<file path="config.mk">
export PLATFORM = sky130hd
export DESIGN_NAME = sd_read_arbiter
export DESIGN_NICKNAME = d
export VERILOG_FILES = /design/src/rtl/sd_read_arbiter.sv
export SDC_FILE = /design/constraint.sdc
export NUM_CORES = 1
export LEC_CHECK = 0
export ABC_AREA = 1
export BUFFER_PORTS_ARGS = -buffer_cell sky130_fd_sc_hd__buf_4
export CAP_MARGIN = 5
export CORE_MARGIN = 2
export CORE_UTILIZATION = 56
export DETAILED_ROUTE_END_ITERATION = 10
export PLACE_DENSITY = 0.82
export REMOVE_ABC_BUFFERS = 1
export SETUP_SLACK_MARGIN = 0.15
export SLEW_MARGIN = 20
export SYNTH_ARGS = -nofsm -noshare
export SYNTH_HDL_FRONTEND = slang
export SYNTH_SLANG_ARGS = --single-unit
</file>
<file path="constraint.sdc">
create_clock -name clk -period 1.8 [get_ports clk]
set_input_delay 0.09 -clock clk [delete_from_list [all_inputs] [get_ports clk]]
set_output_delay 0.09 -clock clk [all_outputs]
set_load 0.01 [all_outputs]
</file>
<file path="src/rtl/sd_read_arbiter.sv">
// Round-robin arbiter sharing one sd_card_reader byte port; one read in flight, 3-cycle min request-to-ack.
// No backpressure: requests wait in IDLE until the reader is ready; an unanswered read becomes an err pulse.
module sd_read_arbiter #(
  parameter int TIMEOUT_CYCLES = 100000
) (
  input  logic       clk,
  input  logic       rst,
  input  logic [1:0] req_i,
  output logic [1:0] ack_o,
  output logic [1:0] err_o,
  output logic [7:0] data_o,
  output logic [1:0] grant_o,
  output logic       busy_o,
  output logic       sd_read_data_o,
  input  logic [7:0] sd_data_i,
  input  logic       sd_valid_i,
  input  logic       sd_ready_i
);

  localparam int CW = $clog2(TIMEOUT_CYCLES);
  localparam logic [CW-1:0] CNT_LAST = CW'(TIMEOUT_CYCLES - 1);

  typedef enum logic [1:0] {IDLE, ISSUE, WAIT, RELEASE} state_t;

  state_t        state_q, state_d;
  logic          last_q, last_d;
  logic          win;
  logic [CW-1:0] cnt_q, cnt_d;
  logic [1:0]    ack_d, err_d, grant_d;
  logic [7:0]    data_d;
  logic          busy_d, rd_d;

  always_comb begin
    state_d = state_q;
    last_d  = last_q;
    cnt_d   = cnt_q;
    ack_d   = 2'b00;
    err_d   = 2'b00;
    data_d  = data_o;
    grant_d = grant_o;
    busy_d  = busy_o;
    rd_d    = 1'b0;
    // Port 1 wins alone, or on a tie when port 0 was served last.
    win     = (req_i == 2'b10) || ((req_i == 2'b11) && !last_q);
    case (state_q)
      IDLE: begin
        if (sd_ready_i && (req_i != 2'b00)) begin
          grant_d = win ? 2'b10 : 2'b01;
          last_d  = win;
          busy_d  = 1'b1;
          rd_d    = 1'b1;
          state_d = ISSUE;
        end
      end
      ISSUE: begin
        cnt_d   = '0;
        state_d = WAIT;
      end
      WAIT: begin
        if (sd_valid_i) begin
          data_d  = sd_data_i;
          ack_d   = grant_o;
          state_d = RELEASE;
        end else if (cnt_q == CNT_LAST) begin
          err_d   = grant_o;
          state_d = RELEASE;
        end else begin
          cnt_d = cnt_q + 1'b1;
        end
      end
      RELEASE: begin
        grant_d = 2'b00;
        busy_d  = 1'b0;
        state_d = IDLE;
      end
      default: state_d = IDLE;
    endcase
  end

  always_ff @(posedge clk) begin
    if (rst) begin
      state_q        <= IDLE;
      last_q         <= 1'b1;
      cnt_q          <= '0;
      ack_o          <= 2'b00;
      err_o          <= 2'b00;
      data_o         <= 8'h00;
      grant_o        <= 2'b00;
      busy_o         <= 1'b0;
      sd_read_data_o <= 1'b0;
    end else begin
      state_q        <= state_d;
      last_q         <= last_d;
      cnt_q          <= cnt_d;
      ack_o          <= ack_d;
      err_o          <= err_d;
      data_o         <= data_d;
      grant_o        <= grant_d;
      busy_o         <= busy_d;
      sd_read_data_o <= rd_d;
    end
  end

endmodule

</file>
==> summary.md, run 1 <==
| Metric | Value |
|---|---|
| Total global-route track usage | 0.241 |
| Critical Path AT | 1.81 ns |
| Worst Tran Pin Value | 0.361 ns |
| Die height | roughly 63 microns |
| Via/cell ratio | 5.17 |
| Post-route cell area | about 2500 sq um |
| # IOs | 30 |
| Final Skew | between 0.01 and 0.015 ns |
| Outcome | finished, final reports clean |
| FF+latch count, synth | 36 |
| CP max stage cell | dfxtp_2 |
| Setup CP Type | flip-flop to flip-flop |
| Synth warn | 0 |
| RSZ-0062 raised after global routing | no |
| Area Overhead vs Synth | 24.9% |
| Reg2reg path depth | 9 |
| Detail Route Antenna Nets | 0 |
| Storage element area | 727 sq um |
| Largest net degree at the start of global routing | 19 |
| Crit path max fanout | 7 |
| Startpoint types | flip-flop |
| PwrDens | 1170 nW/um^2 |
| FILL cells | between 200 and 300 |
| Commonest non-fill, non-tap cell in the layout | nand2_1 |
| Initial antenna violation count | 0 |
| Hold Startpoint | rst |
| Worst r2r dst | cnt_q[10] |
| CP Capture Type | flip-flop |
| Fin. Hold Viols | 0 |
| Mapped Avg Cell Area | ~6.6 sq um |
| Clock transition at path regs | ~0.12 ns |
| Required @ worst endpoint | 2.06 ns |
| Antenna diodes | 0 |
| GPL Wtd Cong | 0.869 |
| Starting Density | 0.585 |
| Fin crit share | 0.862 |
| Final Max Slew Viols | 0 |
| R2r setup slk | 0.25 ns |
| Commonest non-fill, non-tap cells in the layout | 68 x nand2_1, 53 x nor2_1, 37 x buf_4, 33 x dfxtp_1, 32 x inv_1 |
| Max-Cap Viols | 0 |
| CTS Buf Count | 5 |
| Hold endpoint | cnt_q[6] |
| Final setup viols | 0 |
| DIE AREA | 4000 sq um |
| Cell count after synthesis | 297 |
| Hold depth | 2 |
| Fin Setup TNS | 0 ns |
| H-tree Lvls | 2 |
| Die width | approximately 63 microns |
| Reg2reg start | cnt_q[1] |
| Vias in the first global route | 1729 |
| DRT Pass-1 Iters | 4 |
| Wire per inst | 12.0 microns |
| GRT overflow | 0 |
| Worst Hold Class | input port to flip-flop |
| TritonCTS clock tree | done |
| Peak supply drop | 0.000868 V |
| Std-Cell Rows | 21 |
| Synth cell types | 25 |
| P_leak | 1.02 nW |
| Relative slew slack | 0.757 |
| Clk buf depth | 2 |
| Post-Syn Area | 1970 sq um |
| Iteration-0 DRC Markers | about 150 |
| First-pass GRT wire length | 7560 microns |
| Layout cells sized above 1 | 0.213 |
| Fmax | approximately 0.64 GHz |
| Dpl hpwl | between 3000 and 4000 microns |
| Core area | between 3000 and 4000 sq um |
| Port buffer count | 29 |
| Worst path max stage delay | between 0.3 and 0.4 ns |
| WL final | 4680 microns |
| Final net count | 361 |
| TritonCTS sink count | 36 |
| Placed cell area | between 2000 and 2500 sq um |
| Root Driver | clkbuf_4 |
| Crit path time final | 1.55 ns |
| Clock Latency Late Sink | 0.35 ns |
| Seq/Total Area, Yosys | 0.366 |
| Remaining DRCs | 0 |
| Worst path cell trace | ha_4 -> nand2_2 -> nor2_4 -> nand4_4 -> buf_12 -> nand3_1 -> nand2_1 -> inv_1 -> nor2_1 |
| Area of the multi-input gates | 1110 sq um |
| Via Count | 2013 |
[worst max path at each step]
stage | startpoint | to | slack (ns)
after CTS | state_q[1] | cnt_q[1] | 0.16
after detailed placement | state_q[0] | cnt_q[1] | 0.11
after global routing | cnt_q[8] | cnt_q[10] | 0.14
final | cnt_q[1] | cnt_q[10] | 0.25
after floorplan | state_q[0] | cnt_q[11] | 0.03
after global placement | state_q[0] | cnt_q[8] | 0.16
[report_power, final]
part           total (W)  internal (W)  switching, W
clock           0.000441      0.000150      0.000291
combinational    0.00141      0.000568      0.000844
sequential       0.00103      0.000929      0.000105
total            0.00289       0.00165       0.00124
[cell families after synthesis]
logic type / count (synthesis) / synth area share
adders and majority gates: 5 / 0.0318
and+or+nand+nor: 172 / 0.389
xor gates and xnor gates: 2 / 0.00890
DFF: 36 / 0.366
AOI/OAI and AO/OA: 38 / 0.108
buffers and inverters: 44 / 0.0960
[cell type report]
class | instances | share of cell area
clock buffer | 5 | 0.0153
inverter | 35 | 0.0535
multi-input combinational | 218 | 0.450
sequential | 36 | 0.296
clock inverter | 3 | 0.00764
tap | 46 | 0.0234
timing repair buffer | 46 | 0.154
[synthesized netlist by cell type]
cell type / instances / area [sq um]
buf_4: 1 / 7.51
a211o_1: 1 / 8.76
nand2_4: 1 / 11.3
nand4_1: 4 / 25.0
nor2_1: 54 / 203
o21ai_0: 16 / 80.1
a21oi_2: 5 / 43.8
inv_2: 2 / 7.51
buf_12: 1 / 20.0
a21oi_1: 16 / 80.1
nor2_4: 3 / 33.8
nand2_2: 6 / 37.5
clkinv_1: 1 / 3.75
inv_1: 32 / 120
nand2_1: 68 / 255
nand4_4: 1 / 21.3
nand3b_1: 1 / 7.51
ha_1: 5 / 62.6
nor2_2: 1 / 6.26
dfxtp_1: 36 / 721
clkbuf_1: 4 / 15.0
buf_2: 3 / 15.0
xor2_1: 2 / 17.5
nand3_1: 30 / 150
nor3_1: 3 / 15.0
[metal layers]
metal	global-route usage	wire [microns]
met1	0.292	2040
met4	0.114	109
met5	0	0
met2	0.403	2260
met3	0.0554	269
[what timing repair did]
item,in CTS,in global routing
gates cloned,0,1
hold buffers,5,2
resized for setup,1,11
pin swaps,0,4
endpoints found under the hold margin,5,2
endpoints found under the setup margin,15,21
buffers inserted,0,4
[per-stage QoR]
step | hold slack, ns | util | power (W) | setup slack (ns) | cells
floorplan | 0.152 | - | 0.00186 | 0.0274 | 288
global placement | 0.341 | 0.663 | 0.00221 | 0.157 | 369
detailed placement | 0.347 | 0.663 | 0.00223 | 0.108 | 369
CTS | 0.00139 | 0.696 | 0.00268 | 0.156 | 382
global route | 0.0346 | 0.731 | 0.00311 | 0.140 | 389
finish | 0.0295 | 0.731 | 0.00289 | 0.248 | 389
[sequential cells by signal (all words and copies together) (netlist names)]
register / flops
ack_o: 2
busy_o: 1
cnt_q: 17
data_o: 8
err_o: 2
grant_o: 2
last_q: 1
sd_read_data_o: 1
state_q: 2
[critical path, delay by kind of cell, from the launching register on]
kind,cells,cell delay (ns)
buffers and inverters,2,0.25
adders and majority gates,1,0.16
DFF,1,0.39
and+or+nand+nor,6,0.65
No activity file was read; power rests on OpenSTA's default activity.
==> run 2: changes to the inputs <==
--- a/config.mk
+++ b/config.mk
@@ -8,7 +8,6 @@
 export ABC_AREA = 1
 export BUFFER_PORTS_ARGS = -buffer_cell sky130_fd_sc_hd__buf_4
 export CAP_MARGIN = 5
-export CORE_MARGIN = 2
 export CORE_UTILIZATION = 56
 export DETAILED_ROUTE_END_ITERATION = 10
 export PLACE_DENSITY = 0.82
==> run 2 against run 1 <==
  * The run now ends with hold timing left
  * Die area is 6.2% lower
  * Largest cell class unchanged
  * Clock-buffer cell count is 2 higher
  * Worst setup slack worse by 0.043 ns
  * Sequential power hardly changed
  * First-iteration DRC count is 2.7% lower
  * Clock skew is 0.0051 ns lower
  * Critical path type unchanged
  * Sequential share of layout area is 0.48 points higher
  * Critical path depth is 1 lower
  * Design area is 0.41% lower
==> summary.md, run 2 (synthesis results as in run 1) <==
| Metric | Value |
|---|---|
| Initial antenna violation count | 0 |
| Area Overhead vs Synth | 24.3% |
| Final setup viols | 0 |
| TritonCTS clock tree | done |
| Final total power | 0.00297 W |
| Failing checks | hold timing |
| Crit path time final | around 1.6 ns |
| Final Skew | 0.00770 ns |
| Clk buf depth | 2 |
| First-pass GRT wire length | 6940 microns |
| Std-Cell Rows | 21 |
| Relative slew slack | 0.728 |
| Commonest non-fill, non-tap cell in the layout | nand2_1 |
| CP Capture Type | flip-flop |
| Worst Hold Class | input port to flip-flop |
| Remaining DRCs | 0 |
| Metal2 WL | 2240 microns |
| DRT Pass-1 Iters | 4 |
| Dpl hpwl | 3120 microns |
| Fin Setup TNS | 0 ns |
| Die width | between 60 and 70 microns |
| DIE AREA | 3760 sq um |
| Via Count | 1981 |
| Peak supply drop | 0.000834 V |
| Required @ worst endpoint | approximately 2.1 ns |
| Critical Path AT | 1.87 ns |
| Clock Latency Late Sink | about 0.35 ns |
| Final net count | between 300 and 400 |
| Starting Density | 0.585 |
| Worst Tran Pin Value | 0.403 ns |
| Max-Cap Viols | 0 |
| Root Driver | clkbuf_4 |
| Die height | 61.3 microns |
| Detail Route Antenna Nets | 0 |
| Minimum hold slack | -0.00333 ns |
| Outcome | finished with violations |
| Core area | 3360 sq um |
| TritonCTS sink count | 36 |
| Wire per inst | approximately 12 microns |
| Total global-route track usage | 0.253 |
| Post-Route M1 WL | 2140 microns |
| Fin crit share | 0.886 |
| P_leak | 0.997 nW |
| Vias in the first global route | 1631 |
| WL met3 | slightly below 200 microns |
| Biggest regs | cnt_q x17, data_o x8 |
| Commonest non-fill, non-tap cells in the layout | 68 x nand2_1, 53 x nor2_1, 35 x buf_4, 31 x inv_1 |
| Top reg by flops | cnt_q |
| RSZ-0062 raised after global routing | no |
| Iteration-0 DRC Markers | 145 |
| Setup CP Type | flip-flop to flip-flop |
| H-tree Lvls | 2 |
| FILL cells | 274 |
| Fmax | 0.627 GHz |
| Fin. Hold Viols | 1 |
| Antenna diodes | 0 |
| # IOs | 30 |
| Layout cells sized above 1 | 0.228 |
| CTS Buf Count | 5 |
| Final Max Slew Viols | 0 |
| GRT overflow | 0 |
| Largest register FFs | 17 |
| Startpoint types | flip-flop |
| Crit path max fanout | 16 |
| GPL Wtd Cong | a little under 0.9 |
| R2r setup slk | 0.20 ns |
| Via/cell ratio | 5.17 |
| Port buffer count | 29 |
| WL final | 4650 microns |
| Largest net degree at the start of global routing | 19 |
| PwrDens | 1210 nW/um^2 |
| Clock transition at path regs | 0.11 ns |
| Uppermost routed layer | met4 |
## run 2: cell count changes in the layout (fill, tap and decap cells not counted), sizes merged
cell / change
clkbuf: +2
clkinv: -3
buf: -1
dlygate4sd3: -4
## run 2: what timing repair did
action | in CTS | in global routing
hold buffers | 3 | 0
hold endpoints to repair | 3 | 0
gates resized for setup | 0 | 24
pin swaps | 0 | 4
cloned | 0 | 1
setup endpoints to repair | 1 | 19
buffers inserted | 0 | 4
## run 2: through the flow
| stage | std cells | area (sq um) | setup WS, ns | utilization | hold WS [ns] |
|---|---|---|---|---|---|
| 2_1_floorplan | 288 | 1910 | 0.0274 | - | 0.152 |
| 3_3_place_gp | 368 | 2220 | 0.180 | 0.661 | 0.337 |
| 3_5_place_dp | 368 | 2220 | 0.174 | 0.661 | 0.354 |
| 4_1_cts | 378 | 2320 | 0.146 | 0.689 | 0.00322 |
| 5_1_grt | 383 | 2450 | 0.139 | 0.728 | 0.00682 |
| 6_report | 383 | 2450 | 0.205 | 0.728 | -0.00333 |
## run 2: final timing paths
kind                                   start  depth (start not counted)   endpoint
worst max-delay path              state_q[0]                          8   cnt_q[1]
worst min-delay path            sd_data_i[1]                          3  data_o[1]
worst max register to register    state_q[0]                          8   cnt_q[1]
worst min register to register        busy_o                          2     busy_o
## run 2: area by class of cell
type / instances / area [sq um] / area share
tap: 46 / 57.6 / 0.0235
inverter: 35 / 131 / 0.0537
multi-input combinational: 218 / 1130 / 0.461
timing repair buffer: 41 / 330 / 0.135
sequential: 36 / 736 / 0.301
clock buffer: 7 / 65.1 / 0.0266
## run 2: layer usage
| metal | GRT usage | vias to the layer above |
|---|---|---|
| li1 | - | 1027 |
| met5 | 0 | - |
| met3 | 0.0504 | 8 |
| met1 | 0.327 | 892 |
| met2 | 0.399 | 54 |
| met4 | 0.130 | 0 |
## run 2: worst max-delay path, stage by stage, from the launching register on
cell     delay [ns]
dfxtp_2        0.35
inv_2          0.06
ha_4           0.18
nand2_1        0.11
inv_2          0.11
nor2_4         0.21
buf_8          0.19
nand4_1        0.13
a21oi_1        0.18
## run 2: where the power goes
part / total [W] / switching [W] / internal [W]
Clock: 0.000495 / 0.000273 / 0.000221
Combinational: 0.00144 / 0.000883 / 0.000553
Sequential: 0.00104 / 0.000103 / 0.000934
Total: 0.00297 / 0.00126 / 0.00171
